### src/rtl/bias_pkg.sv
// Shared constants, fixed layer table and FSM state type for the bias/activation stage.
package bias_pkg;

    localparam int DATA_W     = 32;
    localparam int ADDR_W     = 5;
    localparam int NUM_BIAS   = 19;
    localparam int NUM_LAYERS = 8;

    typedef enum logic [1:0] {
        ST_IDLE     = 2'd0,
        ST_WAIT_ACC = 2'd1,
        ST_EMIT     = 2'd2
    } state_e;

    // Neuron count per layer; the counts sum to NUM_BIAS.
    function automatic logic [2:0] layer_count(input logic [2:0] layer);
        case (layer)
            3'd0:    layer_count = 3'd4;
            3'd1:    layer_count = 3'd2;
            3'd2:    layer_count = 3'd1;
            3'd3:    layer_count = 3'd1;
            3'd4:    layer_count = 3'd1;
            3'd5:    layer_count = 3'd2;
            3'd6:    layer_count = 3'd4;
            3'd7:    layer_count = 3'd4;
            default: layer_count = 3'd1;
        endcase
    endfunction

    function automatic logic [ADDR_W-1:0] layer_base(input logic [2:0] layer);
        case (layer)
            3'd0:    layer_base = 5'd0;
            3'd1:    layer_base = 5'd4;
            3'd2:    layer_base = 5'd6;
            3'd3:    layer_base = 5'd7;
            3'd4:    layer_base = 5'd8;
            3'd5:    layer_base = 5'd9;
            3'd6:    layer_base = 5'd11;
            3'd7:    layer_base = 5'd15;
            default: layer_base = 5'd0;
        endcase
    endfunction

endpackage

### src/rtl/bias_sat_relu.sv
// Saturating bias add followed by the activation function.
// Activation is ReLU when BIAS_ACT_RELU_EN is defined, identity otherwise.
module bias_sat_relu import bias_pkg::*; #(
    parameter int W = DATA_W
) (
    input  logic [W-1:0] acc_i,
    input  logic [W-1:0] bias_i,
    output logic [W-1:0] act_o
);

    logic [W:0]   sum;
    logic [W-1:0] sat;

    // One extra bit of headroom; the top two bits disagree exactly on overflow.
    always_comb begin
        sum = {acc_i[W-1], acc_i} + {bias_i[W-1], bias_i};
        if (sum[W] != sum[W-1]) begin
            sat = sum[W] ? {1'b1, {(W-1){1'b0}}} : {1'b0, {(W-1){1'b1}}};
        end else begin
            sat = sum[W-1:0];
        end
`ifdef BIAS_ACT_RELU_EN
        if (sat[W-1]) begin
            act_o = '0;
        end else begin
            act_o = sat;
        end
`else
        act_o = sat;
`endif
    end

endmodule

### src/rtl/bias_act_stage.sv
// Per-layer bias add + activation stage: one accumulator in, one activation out per neuron.
// Optional ReLU selected by BIAS_ACT_RELU_EN (see bias_sat_relu).
module bias_act_stage import bias_pkg::*; #(
    parameter int DATA_W = 32,
    parameter int ADDR_W = 5
) (
    input  logic              clk_i,
    input  logic              res_i,
    input  logic              start_i,
    input  logic [2:0]        layer_sel_i,
    input  logic [DATA_W-1:0] acc_in_i,
    input  logic              acc_valid_i,
    output logic              acc_ready_o,
    output logic [ADDR_W-1:0] addr_mem_b_o,
    input  logic [DATA_W-1:0] mem_b_i,
    output logic [DATA_W-1:0] act_out_o,
    output logic              act_valid_o,
    input  logic              act_ready_i,
    output logic              busy_o,
    output logic              layer_done_o
);

    state_e            state_q, state_d;
    logic [2:0]        layer_q, layer_d;
    logic [2:0]        idx_q, idx_d;
    logic [DATA_W-1:0] act_q, act_d;
    logic              act_valid_q, act_valid_d;
    logic              done_q, done_d;
    logic [DATA_W-1:0] act_f;
    logic [2:0]        last_idx;

    bias_sat_relu #(.W(DATA_W)) u_sat_relu (
        .acc_i  (acc_in_i),
        .bias_i (mem_b_i),
        .act_o  (act_f)
    );

    assign last_idx = layer_count(layer_q) - 3'd1;

    // Next-state logic for the layer sequencer.
    always_comb begin
        state_d     = state_q;
        layer_d     = layer_q;
        idx_d       = idx_q;
        act_d       = act_q;
        act_valid_d = act_valid_q;
        done_d      = 1'b0;
        case (state_q)
            ST_IDLE: begin
                if (start_i) begin
                    layer_d = layer_sel_i;
                    idx_d   = 3'd0;
                    state_d = ST_WAIT_ACC;
                end else begin
                    state_d = ST_IDLE;
                end
            end
            ST_WAIT_ACC: begin
                if (acc_valid_i) begin
                    act_d       = act_f;
                    act_valid_d = 1'b1;
                    state_d     = ST_EMIT;
                end else begin
                    state_d = ST_WAIT_ACC;
                end
            end
            ST_EMIT: begin
                if (act_ready_i) begin
                    act_valid_d = 1'b0;
                    if (idx_q == last_idx) begin
                        done_d  = 1'b1;
                        state_d = ST_IDLE;
                    end else begin
                        idx_d   = idx_q + 3'd1;
                        state_d = ST_WAIT_ACC;
                    end
                end else begin
                    state_d = ST_EMIT;
                end
            end
            default: begin
                act_valid_d = 1'b0;
                state_d     = ST_IDLE;
            end
        endcase
    end

    // State registers with synchronous reset; reset drops any layer in flight silently.
    always_ff @(posedge clk_i) begin
        if (res_i) begin
            state_q     <= ST_IDLE;
            layer_q     <= 3'd0;
            idx_q       <= 3'd0;
            act_q       <= '0;
            act_valid_q <= 1'b0;
            done_q      <= 1'b0;
        end else begin
            state_q     <= state_d;
            layer_q     <= layer_d;
            idx_q       <= idx_d;
            act_q       <= act_d;
            act_valid_q <= act_valid_d;
            done_q      <= done_d;
        end
    end

    assign acc_ready_o  = (state_q == ST_WAIT_ACC);
    assign busy_o       = (state_q != ST_IDLE);
    assign act_out_o    = act_q;
    assign act_valid_o  = act_valid_q;
    assign layer_done_o = done_q;
    assign addr_mem_b_o = (state_q == ST_IDLE) ? '0
                        : ADDR_W'(layer_base(layer_q)) + ADDR_W'(idx_q);

endmodule

### config.mk
export PLATFORM = sky130hd
export DESIGN_NAME = bias_act_stage
export DESIGN_NICKNAME = d
export VERILOG_FILES = /design/src/rtl/bias_pkg.sv /design/src/rtl/bias_sat_relu.sv /design/src/rtl/bias_act_stage.sv
export SDC_FILE = /design/constraint.sdc
export NUM_CORES = 1
export LEC_CHECK = 0
export CAP_MARGIN = 20
export CORE_UTILIZATION = 50
export DETAILED_ROUTE_END_ITERATION = 8
export PLACE_DENSITY = 0.82
export SLEW_MARGIN = 20
export SYNTH_ARGS = -nofsm -noshare
export SYNTH_HDL_FRONTEND = slang
export SYNTH_SLANG_ARGS = --single-unit
### constraint.sdc
create_clock -name clk_i -period 4.5 [get_ports clk_i]
set_input_delay 1.125 -clock clk_i [delete_from_list [all_inputs] [get_ports clk_i]]
set_output_delay 1.125 -clock clk_i [all_outputs]
set_load 0.005 [all_outputs]
## Yosys cells after proc, flatten, opt, wreduce, memory -nomap -nowiden

Memory sizes are Yosys's and may differ from the RTL's. A register that Yosys moved wholly into a read port is not among the register bits.
Index checks and enable logic that the tools add are counted.

- Flip-flop bits (word level): 42
- Bits in read-only memories: 56
- Bits of input ports: 72
- Output and inout port bits: 41
- Word-level logic and storage cells: 51
- Memories: 2

Memories:

| name | depth | width | rd ports | clocked after memory_dff | write ports | line | RTL |
|---|---|---|---|---|---|---|---|
| (name not given) | 8 | 4 | 1 | 1 | 0 | bias_pkg.sv:31 | `case (layer)` |
| (name not given) | 8 | 3 | 1 | 1 | 0 | bias_pkg.sv:17 | `case (layer)` |

- $add $sub $neg: 4
- Equality and inequality tests: 8
- Muxes and demuxes: 20
- Bitwise gates (word level): 3
- Reductions and logical operators: 8

Operator list:

| operator | count |
|---|---|
| $mux W32 | 2 |
| $add A32 B32 Y33 | 1 |
| $mux W3 | 7 |
| $ne A2 B2 Y1 const B | 4 |
| $pmux W2 S3 | 1 |
| $pmux W3 S2 | 1 |
| $add A5 B3 Y5 | 1 |
| $mux W1 | 5 |
| $mux W5 | 1 |
| $mux W2 | 2 |
| $reduce_and A2 Y1 | 2 |
| $reduce_and A4 Y1 | 1 |
| $reduce_bool A2 Y1 | 2 |
| $add A3 B1 Y3 const B | 1 |
| $eq A3 B3 Y1 | 1 |
| $not A1 Y1 | 3 |
| $pmux W1 S3 | 1 |
| $reduce_and A3 Y1 | 1 |
| $reduce_or A3 Y1 | 1 |
| $sub A3 B1 Y3 const B | 1 |
| $eq A2 B1 Y1 const B | 1 |
| $eq A2 B2 Y1 const B | 1 |
| $logic_not A2 Y1 | 1 |
| $ne A1 B1 Y1 | 1 |

## Depth between registers and ports, before layout

Gate-level depths: netlist of run 1.

- Depth in word-level cells: 5
- Gate-level depth with buffers: 13
- Gate-level depth less buffers: 12

## By module

From an unflattened synthesis of run 1, not the netlist that was laid out.

- Cells, all modules: 530
- Area total of the unflattened synthesis: 3967.6 um^2

Modules (own cells, without submodules):

| module | instances | cells each | area an instance (um^2) | sequential area each (um^2) |
|---|---|---|---|---|
| bias_act_stage | 1 | 239 | 2015.7 | 980.9 |
| bias_sat_relu | 1 | 291 | 1951.9 | 0.0 |

## Worst setup path before layout of run 1

OpenSTA, ideal clock, no wires.

- Path type: input port to flip-flop
- From: in acc_in_i[0]
- To: reg act_q[18] (netlist: act_out_o[18])
- Setup time: 81 ps
- Arrival time: 3512 ps
- Required time: 4419 ps
- Path slack: 907 ps
- Cell stages on the path: 13
- Buffers on the path: 1
- Cell sequence: ha_1 -> inv_1 -> fa_1 -> nand2b_1 -> a21oi_1 -> o21ai_1 -> o21ai_2 -> a311oi_4 -> nor3_2 -> o41ai_4 -> buf_6 -> maj3_2 -> a211oi_2

- Longest elaborated chain between the ends: 3
- Elaborated cells on any way between the ends: 4
- Classes of those cells: add/sub: 1; eq/ne: 1; mux: 2

Ends and longest elaborated chain:

| what | line | RTL |
|---|---|---|
| start, declared | bias_act_stage.sv:11 | `input logic [DATA_W-1:0] acc_in_i,` |
| $add A32 B32 Y33 (*) | bias_sat_relu.sv:16 | `sum = {acc_i[W-1], acc_i} + {bias_i[W-1], bias_i};` |
| $mux W32 / $ne A1 B1 Y1 (equally long branches) | bias_sat_relu.sv:18, bias_sat_relu.sv:17 |  |
| $mux W32 (*) | bias_sat_relu.sv:17 | `if (sum[W] != sum[W-1]) begin` |
| end signal, assigned | bias_act_stage.sv:101 | `act_q <= act_d;` |
| end, declared | bias_act_stage.sv:26 | `logic [DATA_W-1:0] act_q, act_d;` |

Every way passes the cells marked *; elsewhere a longest branch is shown, timed or not.
A chain may end at the register's enable or synchronous reset.

## Worst setup path in the final report of run 1

- From: in acc_in_i[1]
- To: reg act_q[9] (netlist: act_out_o[9])

The elaborated chain is that of the path after synthesis.

==> results.yml, run 1 <==
status:
  outcome: "finished clean"
logic_synthesis:
  synth_edf_count: 0
  syn_nets: 598
  synth-seq-cells: 49
  ys_seq_area_share_pct: 22.80
  synth.avg_cell_area_sq_um: 8.833
  postSynth.asyncResetShare_pct: 0
  netlist_area_sq_um: 4302
  ys_dominant_reg_cell: "dfxtp_1"
  synthDistinctLibCells: 60
  yosys_warnings: 0
  synthCells: 487
detailed_routing:
  wl_per_cell_microns: 15.29
  vias: 4051
  wl_microns: 10780
  first_pass_iters: 6
  drt-initial-drc-count: 141
  drc: 0
  detail_route.vias_per_cell: 5.746
  ant_nets: 0
sta:
  maxSlewViolCount: 0
  setup_viol: 0
  skew_ns: 0.004412
  max-slew-margin-rel_pct: 30.29
  layout_min_cycle_time_ns: 4.319
  period_share_pct: 95.97
  worstMarginPinSlew_ns: 1.041
  timing.final.ws_setup_ns: 0.1815
  setup_tns_ns: 0
  max_freq_mhz: 231.6
  hold_violations: 0
finish:
  nFillCells: 662
  nets: 710
  multiInputGateArea_sq_um: 3126
  final_cell_mix: "111 x clkdlybuf4s50_1, 61 x nor2_1, 49 x dfxtp_1"
  syn_to_final_growth_pct: 33.48
  seqCellArea_sq_um: 980.9
  layout_commonest_cell: "clkdlybuf4s50_1"
  fin_util_pct: 69.53
  drive_gt1_share_pct: 20.50
  diodes: 0
power_and_ir_drop:
  p_switching_w: 0.0005263
  seqPwrFrac_pct: 30.8
  power.total_w: 0.001567
  p_clk_share_pct: 24.2
  swShare_pct: 33.59
  combinationalPowerShare_pct: 45.0
  power.density_nw_per_um2: 272.9
  p_int_w: 0.001040
  p_leak_nw: 2.243
  peakVddDrop_mv: 0.2003
clock_tree:
  ctsLongestPathBuffers: 2
  clk_latency_ns: 0.30
  clock_sinks: 49
  post_cts_buffers: 0
  numCtsBuffers: 5
  tritoncts: "done"
  root_buffer: "clkbuf_8"
  ctsHtreeMaxLevel: 2
  clk_pin_slew_ns: 0.09
die:
  rows: 33
  pin_count: 113
  fp.dieArea_sq_um: 8979
  fp.dieH_microns: 94.76
  die_w_microns: 94.76
  core-area_sq_um: 8258
  start_util_pct: 52.09
placed_design:
  portBuffers: 112
  pre_cts_ws_ns: -0.1338
  gp_congestion: 0.8960
  place.detailed.hpwl_microns: 8543
setup_path:
  cp_max_fo: 15
  cp-start-kind: "input pin"
  crit_type: "input pin to flip-flop"
  critPathCaptureType: "flip-flop"
  critPathArrivalTime_ns: 4.48
  cp_data_required_time_ns: 4.66
global_routing:
  grt_max_degree: 36
  grt_pass1_wl_microns: 17480
  first_global_vias: 4009
  track_usage_pct: 24.25
  grt-ovfl-total: 0
  antenna_found_initial: 0
flow_run:
  drv_cap: 0
worst_hold_path:
  holdCritPathClass: "flip-flop to flip-flop"
cell families after synthesis:
family	after synthesis	synth area share (%)
AOI/OAI and AO/OA	148	28.36
muxes	7	1.687
and+or+nand+nor	133	14.75
buffers and inverters	45	5.294
xor gates and xnor gates	35	7.301
DFF	49	22.80
adders and majority gates	70	19.81
area by class of cell:
cell class,count,share of cell area [%]
Clock inverter,3,1.199
Multi-Input combinational cell,394,54.43
Inverter,14,0.9152
Sequential cell,49,17.08
Timing Repair Buffer,135,22.88
Tap cell,105,2.288
Clock buffer,5,1.199
critical path, stage by stage:
cell and delay [ns]:
clkdlybuf4s50_1 0.43, ha_1 0.33, a211oi_2 0.26, o211ai_1 0.17, a2111oi_2 0.39, o21ai_1 0.12, a31oi_2 0.21, o21ai_2 0.15
xnor2_2 0.85, maj3_2 0.37, a211oi_2 0.06
cell usage after synthesis (all sizes together), types with 3 or more instances:
cell | number | area (sq um)
nor2 | 62 | 235.2
dfxtp | 49 | 980.9
a21oi | 37 | 192.7
ha | 37 | 462.9
a211oi | 36 | 445.4
maj3 | 31 | 349.1
o21ai | 24 | 135.1
xor2 | 23 | 201.4
nand2 | 21 | 81.33
clkbuf | 16 | 60.06
a21o | 15 | 112.6
buf | 15 | 115.1
inv | 14 | 52.55
xnor2 | 12 | 112.6
nor2b | 9 | 56.30
nor3 | 9 | 50.05
nand3 | 8 | 40.04
a31oi | 6 | 43.79
nand4 | 6 | 37.54
o211ai | 6 | 50.05
mux2i | 5 | 50.05
nand2b | 5 | 31.28
o21a | 5 | 37.54
and2 | 3 | 18.77
and3 | 3 | 18.77
o21bai | 3 | 22.52
worst paths after layout:
| kind | from | endpoint | slack [ns] | depth (start not counted) |
|---|---|---|---|---|
| setup / recovery | acc_in_i[1] | act_out_o[9] | 0.18 | 11 |
| hold / removal | act_valid_o | act_valid_o | 0.50 | 2 |
| setup reg to reg | state_q[1] | flip-flop | 2.37 | 6 |
| hold reg to reg | act_valid_o | act_valid_o | 0.50 | 2 |
power by group through the flow:
stage	sequential [W]	combinational (W)	clock, W
after floorplan	0.000489	0.000489	0
after global placement	0.000491	0.000674	0
after detailed placement	0.000493	0.000692	0
after CTS	0.000483	0.000697	0.000382
after global routing	0.000486	0.000767	0.000398
final	0.000483	0.000706	0.000379
repair_timing:
action                                  in CTS  in global routing
endpoints found under the hold margin        0                  0
hold buffers                                 0                  0
gates resized for setup                      0                  1
endpoints found under the setup margin       0                 27
through the flow:
stage	cells	hold WS (ns)	instance area [sq um]
2_1_floorplan	487	0.4557	4302
3_3_place_gp	696	0.4703	5584
3_5_place_dp	696	0.4765	5584
4_1_cts	704	0.5012	5722
5_1_grt	705	0.5358	5742
6_report	705	0.4981	5742
metal layers:
layer | GRT usage [%] | vias up | share of wire [%]
li1 | - | 1986 | -
met2 | 45.20 | 128 | 51
met1 | 28.22 | 1912 | 42
met5 | 0 | - | 0
met3 | 2.415 | 25 | 3.7
met4 | 9.217 | 0 | 2.6
Note: power is estimated with default switching activity, not from simulation.
==> inputs of run 2 (changes only) <==
SLEW_MARGIN = 30   (was 20)
==> run 2 against run 1 <==
  * Non-clock buffer count grew 1
  * Routed wire length shrank 1.7%
  * Flip-flop and latch count is the same
  * Critical path depth grew 3
  * Combinational power is essentially flat
  * Largest cell class unchanged
==> results.yml, run 2 (same netlist as run 1, synthesis figures left out) <==
finish:
  final_cell_mix: "111 x clkdlybuf4s50_1, 61 x nor2_1, 49 x dfxtp_1"
  syn_to_final_growth_pct: 33.45
  diodes: 0
  drive_gt1_share_pct: 20.50
  layout_commonest_cell: "clkdlybuf4s50_1"
  nets: 710
  nFillCells: 661
  seqCellArea_sq_um: 980.9
  multiInputGateArea_sq_um: 3109
setup_path:
  r2r_slack_ns: 2.37
  cp_data_required_time_ns: 4.72
  critPathArrivalTime_ns: 4.51
  cp-start-kind: "input pin"
  critPathCaptureType: "flip-flop"
  r2r_cells: 6
  cp_max_fo: 26
  crit_type: "input pin to flip-flop"
detailed_routing:
  drc: 0
  first_pass_iters: 4
  drt-initial-drc-count: 122
  ant_nets: 0
  wl_per_cell_microns: 15.03
  vias: 4019
  detail_route.vias_per_cell: 5.701
  wl_microns: 10600
sta:
  rsz0062_at_grt: "false"
  skew_ns: 0.004231
  max_freq_mhz: 233.2
  worstMarginPinSlew_ns: 0.8124
  timing.final.ws_setup_ns: 0.2118
  hold_violations: 0
  layout_min_cycle_time_ns: 4.288
  max-slew-margin-rel_pct: 45.84
  maxSlewViolCount: 0
  setup_viol: 0
  period_share_pct: 95.29
flow_run:
  drv_cap: 0
die:
  fp.dieArea_sq_um: 8979
  die_w_microns: 94.76
  rows: 33
  core-area_sq_um: 8258
  fp.dieH_microns: 94.76
  start_util_pct: 52.09
  pin_count: 113
clock_tree:
  clk_latency_ns: 0.30
  clock_sinks: 49
  hold_buffers: 0
  numCtsBuffers: 5
  root_buffer: "clkbuf_8"
  clk_pin_slew_ns: 0.09
  ctsLongestPathBuffers: 2
  tritoncts: "done"
  ctsHtreeMaxLevel: 2
placed_design:
  place.detailed.hpwl_microns: 8543
  portBuffers: 112
  gp_congestion: 0.8960
  pre_cts_ws_ns: -0.1338
power_and_ir_drop:
  peakVddDrop_mv: 0.1995
  power.total_w: 0.001563
  p_leak_nw: 2.243
  power.density_nw_per_um2: 272.3
global_routing:
  grt_pass1_wl_microns: 17480
  use_met1_pct: 28.22
  gr-usage-met2_pct: 45.20
  grt-ovfl-total: 0
  use_met3_pct: 2.415
  first_global_vias: 4009
  antenna_found_initial: 0
  track_usage_pct: 24.25
  busiest_layer: "met2"
  grt_max_degree: 36
worst_hold_path:
  holdCritPathClass: "flip-flop to flip-flop"
  min_path_cells: 2
status:
  outcome: "finished clean"
[run 2: cell count changes in the layout (fill, tap and decap cells not counted), sizes merged]
cell	previous run	this run
xnor2	13	12
buf	24	25
[run 2: power by group]
part           leakage [nW]  internal [W]  switching, W
sequential            0.401      0.000463     0.0000193
clock                0.0687      0.000224      0.000152
combinational          1.77      0.000356      0.000348
[run 2: final timing paths]
check / startpoint / to
worst max register to register: state_q[1] / flip-flop
worst max-delay path: acc_in_i[0] / act_out_o[1]
worst min register to register: act_valid_o / act_valid_o
worst min-delay path: act_valid_o / act_valid_o
[run 2: what timing repair did]
action | CTS | global route
resized for setup | 0 | 1
buffers inserted | 0 | 0
endpoints found under the setup margin | 0 | 1
[run 2: worst max-delay path, cell delays in order]
cell and delay, ns:
clkdlybuf4s50_1 0.46, ha_1 0.20, inv_1 0.07, fa_1 0.39, nand2b_1 0.20, a21oi_2 0.17, o21ai_1 0.17, o21ai_2 0.31
a311oi_4 0.18, nor3_2 0.28, o41ai_4 0.16, buf_12 0.22, maj3_2 0.32, a211oi_2 0.23
[run 2: per-stage QoR]
step | std cells | cell area [sq um] | TNS, ns | hold slack [ns] | util [%]
5_1_grt | 705 | 5741 | 0 | 0.5358 | 69.52
2_1_floorplan | 487 | 4302 | 0 | 0.4557 | -
3_5_place_dp | 696 | 5584 | -3.387 | 0.4765 | 67.62
6_report | 705 | 5741 | 0 | 0.4980 | 69.52
4_1_cts | 704 | 5722 | 0 | 0.5012 | 69.29
3_3_place_gp | 696 | 5584 | -0.9391 | 0.4703 | 67.62
[run 2: area by class of cell]
cell class | count | share of cell area [%]
Inverter | 14 | 0.9154
Sequential cell | 49 | 17.09
Clock buffer | 5 | 1.199
Tap cell | 105 | 2.289
Clock inverter | 3 | 1.199
Multi-Input combinational cell | 393 | 54.16
Timing Repair Buffer | 136 | 23.15
[run 2: per-layer routing]
layer / part of all wire [%] / vias up / wire (microns)
met4: 2.6 / 0 / 275
met2: 52 / 103 / 5502
met1: 42 / 1906 / 4477
li1: - / 1986 / -
met3: 3.2 / 24 / 342
met5: 0 / - / 0
==> inputs of run 3 (changes only) <==
CORE_UTILIZATION = 49   (was 50)
SYNTH_HIERARCHICAL = 1   (was not set)
==> run 3 against run 2 <==
  * Cell area shrank 7.8%
  * Worst hold slack got worse by 0.037 ns
  * Cell count grew 4.4%
  * Clock-buffer cell count grew 2
  * Clock skew is 0.0017 ns higher
  * Highest routed layer unchanged
==> results.yml, run 3 <==
die:
  fp.dieArea_sq_um: 8461
  fp.dieH_microns: 91.99
  start_util_pct: 51.08
  pin_count: 113
  core-area_sq_um: 7767
  rows: 32
  die_w_microns: 91.99
setup_path:
  critPathCaptureType: "flip-flop"
  critPathCapture: "act_out_o[29]"
  r2r_slack_ns: 2.76
  cp_max_fo: 3
  r2r_cells: 5
  worstReg2RegStart: "state_q[1]"
  critPathArrivalTime_ns: 4.44
  path_cells: "clkdlybuf4s50_1 > ha_1 > buf_4 > o21ai_0 > o21ai_0 > nand4_1 > a311o_1 > o41ai_1 > a311o_1 > o32ai_1 > o41ai_1 > nand2_1 > a21oi_1"
  cp-start-kind: "input pin"
  cp-startpoint: "acc_in_i[2]"
  cp_data_required_time_ns: 4.72
  crit_type: "input pin to flip-flop"
  max_stage_delay_ns: 0.54
  cpMaxStageDelayCell: "o41ai_1"
finish:
  final_cells: 736
  nFillCells: 659
  syn_to_final_growth_pct: 33.33
  final_cell_area_sq_um: 5290
  diodes: 0
  final_cell_mix: "112 x clkdlybuf4s50_1, 100 x nand2_1, 77 x a21oi_1"
  drive_gt1_share_pct: 4.890
  nets: 744
  layout_commonest_cell: "clkdlybuf4s50_1"
logic_synthesis:
  ys_dominant_reg_cell: "dfxtp_1"
  netlist_area_sq_um: 3968
  postSynth.asyncResetShare_pct: 0
  synth_most_common_cell: "nand2_1"
  synth-seq-cells: 49
  synthDistinctLibCells: 56
  yosys_warnings: 6
  synthCells: 530
  yosys.area.top_type: "dfxtp_1"
  synth_edf_count: 0
  syn_nets: 641
  synth.avg_cell_area_sq_um: 7.486
  ys_top_cells_by_area: "dfxtp_1 25%, ha_1 12%, a21oi_1 9.7%"
  ys_seq_area_share_pct: 24.72
  synth_top_area_share_pct: 24.72
  synthTopCellsByCount: "101 x nand2_1, 77 x a21oi_1, 49 x dfxtp_1"
power_and_ir_drop:
  peakVddDrop_mv: 0.1552
  swShare_pct: 32.85
  combinationalPowerShare_pct: 42.9
  p_switching_w: 0.0004604
  power.density_nw_per_um2: 264.9
  p_clk_share_pct: 22.7
  p_int_w: 0.0009411
  p_leak_nw: 2.152
  seqPwrFrac_pct: 34.4
global_routing:
  antenna_found_initial: 0
  track_usage_pct: 23.75
  gr-usage-met2_pct: 42.23
  use_met1_pct: 29.96
  busiest_layer: "met2"
  grt_pass1_wl_microns: 16620
  grt-ovfl-total: 0
  use_met3_pct: 3.648
  first_global_vias: 3778
  grt_max_degree: 35
placed_design:
  placed_cells: 728
  placed_area_sq_um: 5174
  portBuffers: 112
  pre_cts_ws_ns: 0.005639
  place.detailed.hpwl_microns: 8115
  gp_congestion: 0.8948
clock_tree:
  ctsHtreeMaxLevel: 2
  ctsLongestPathBuffers: 2
  hold_buffers: 0
  clock_sinks: 49
  post_cts_buffers: 0
  clk_latency_ns: 0.30
  tritoncts: "done"
  root_buffer: "clkbuf_8"
  clk_pin_slew_ns: 0.09
  cts-resized-gates: 0
  numCtsBuffers: 5
detailed_routing:
  ant_nets: 0
  vias: 4150
  wl_microns: 10120
  drt-initial-drc-count: 232
  first_pass_iters: 5
  detail_route.vias_per_cell: 5.639
  wl_per_cell_microns: 13.75
  drc: 0
sta:
  hold_ws_ns: 0.4613
  max-slew-margin-rel_pct: 48.67
  setup_viol: 0
  layout_min_cycle_time_ns: 4.220
  setup_tns_ns: 0
  timing.final.ws_setup_ns: 0.2799
  max_freq_mhz: 237.0
  hold_violations: 0
  worstMarginPinSlew_ns: 0.7602
  skew_ns: 0.005978
  maxSlewViolCount: 0
  period_share_pct: 93.78
  rsz0062_at_grt: "false"
status:
  outcome: "finished clean"
flow_run:
  drv_cap: 0
worst_hold_path:
  holdCritPathClass: "flip-flop to flip-flop"
run 3: logic make-up (layout without fill, tap and decap cells):
group | after synthesis | in the layout | synth area share [%]
mux | 6 | 6 | 1.671
flops | 49 | 49 | 24.72
fa+ha+maj | 42 | 42 | 13.43
buf+inv | 44 | 148 | 5.392
compound gates | 172 | 172 | 25.99
simple gates | 181 | 181 | 20.50
xor+xnor | 36 | 36 | 8.294
run 3: final cells by class:
cell class | instances | area (sq um) | area share, %
Multi-Input combinational cell | 437 | 2776 | 52.48
Timing Repair Buffer | 125 | 1231 | 23.27
Sequential cell | 49 | 980.9 | 18.54
Tap cell | 102 | 127.6 | 2.412
Clock buffer | 7 | 86.33 | 1.632
Inverter | 15 | 57.56 | 1.088
Clock inverter | 1 | 30.03 | 0.5676
run 3: worst min path at each step:
stage | startpoint | endpoint | slack (ns) | cells past startpoint
final | act_out_o[12] | act_out_o[12] | 0.46 | 2
after global routing | act_out_o[9] | act_out_o[9] | 0.47 | 2
after CTS | act_out_o[12] | act_out_o[12] | 0.46 | 2
after detailed placement | act_out_o[12] | act_out_o[12] | 0.45 | 2
after global placement | act_valid_o | act_valid_o | 0.44 | 2
after floorplan | act_out_o[0] | act_out_o[0] | 0.45 | 2
run 3: routing by layer:
| metal | routed length, microns | vias up |
|---|---|---|
| met4 | 172 | 0 |
| li1 | - | 2075 |
| met2 | 4956 | 152 |
| met3 | 584 | 17 |
| met5 | 0 | - |
| met1 | 4409 | 1906 |
run 3: worst max-delay path: cells and delay by family:
kind            cells  cell delay [ns]
simple gates        2             0.30
compound gates      8             2.18
fa+ha+maj           1             0.30
buf+inv             2             0.53
run 3: through the flow:
stage | util, % | power [W]
after global placement | 66.56 | 0.001075
final | 68.11 | 0.001402
after CTS | 68.11 | 0.001402
after floorplan | - | 0.0008764
after global routing | 68.11 | 0.001491
after detailed placement | 66.61 | 0.001084
run 3: power by group through the flow:
stage,Clock (W),Sequential [W],Combinational [W]
finish,0.000319,0.000482,0.000601
global route,0.000343,0.000486,0.000662
CTS,0.000323,0.000482,0.000596
detailed placement,0,0.000492,0.000592
global placement,0,0.000492,0.000583
floorplan,0,0.000488,0.000388
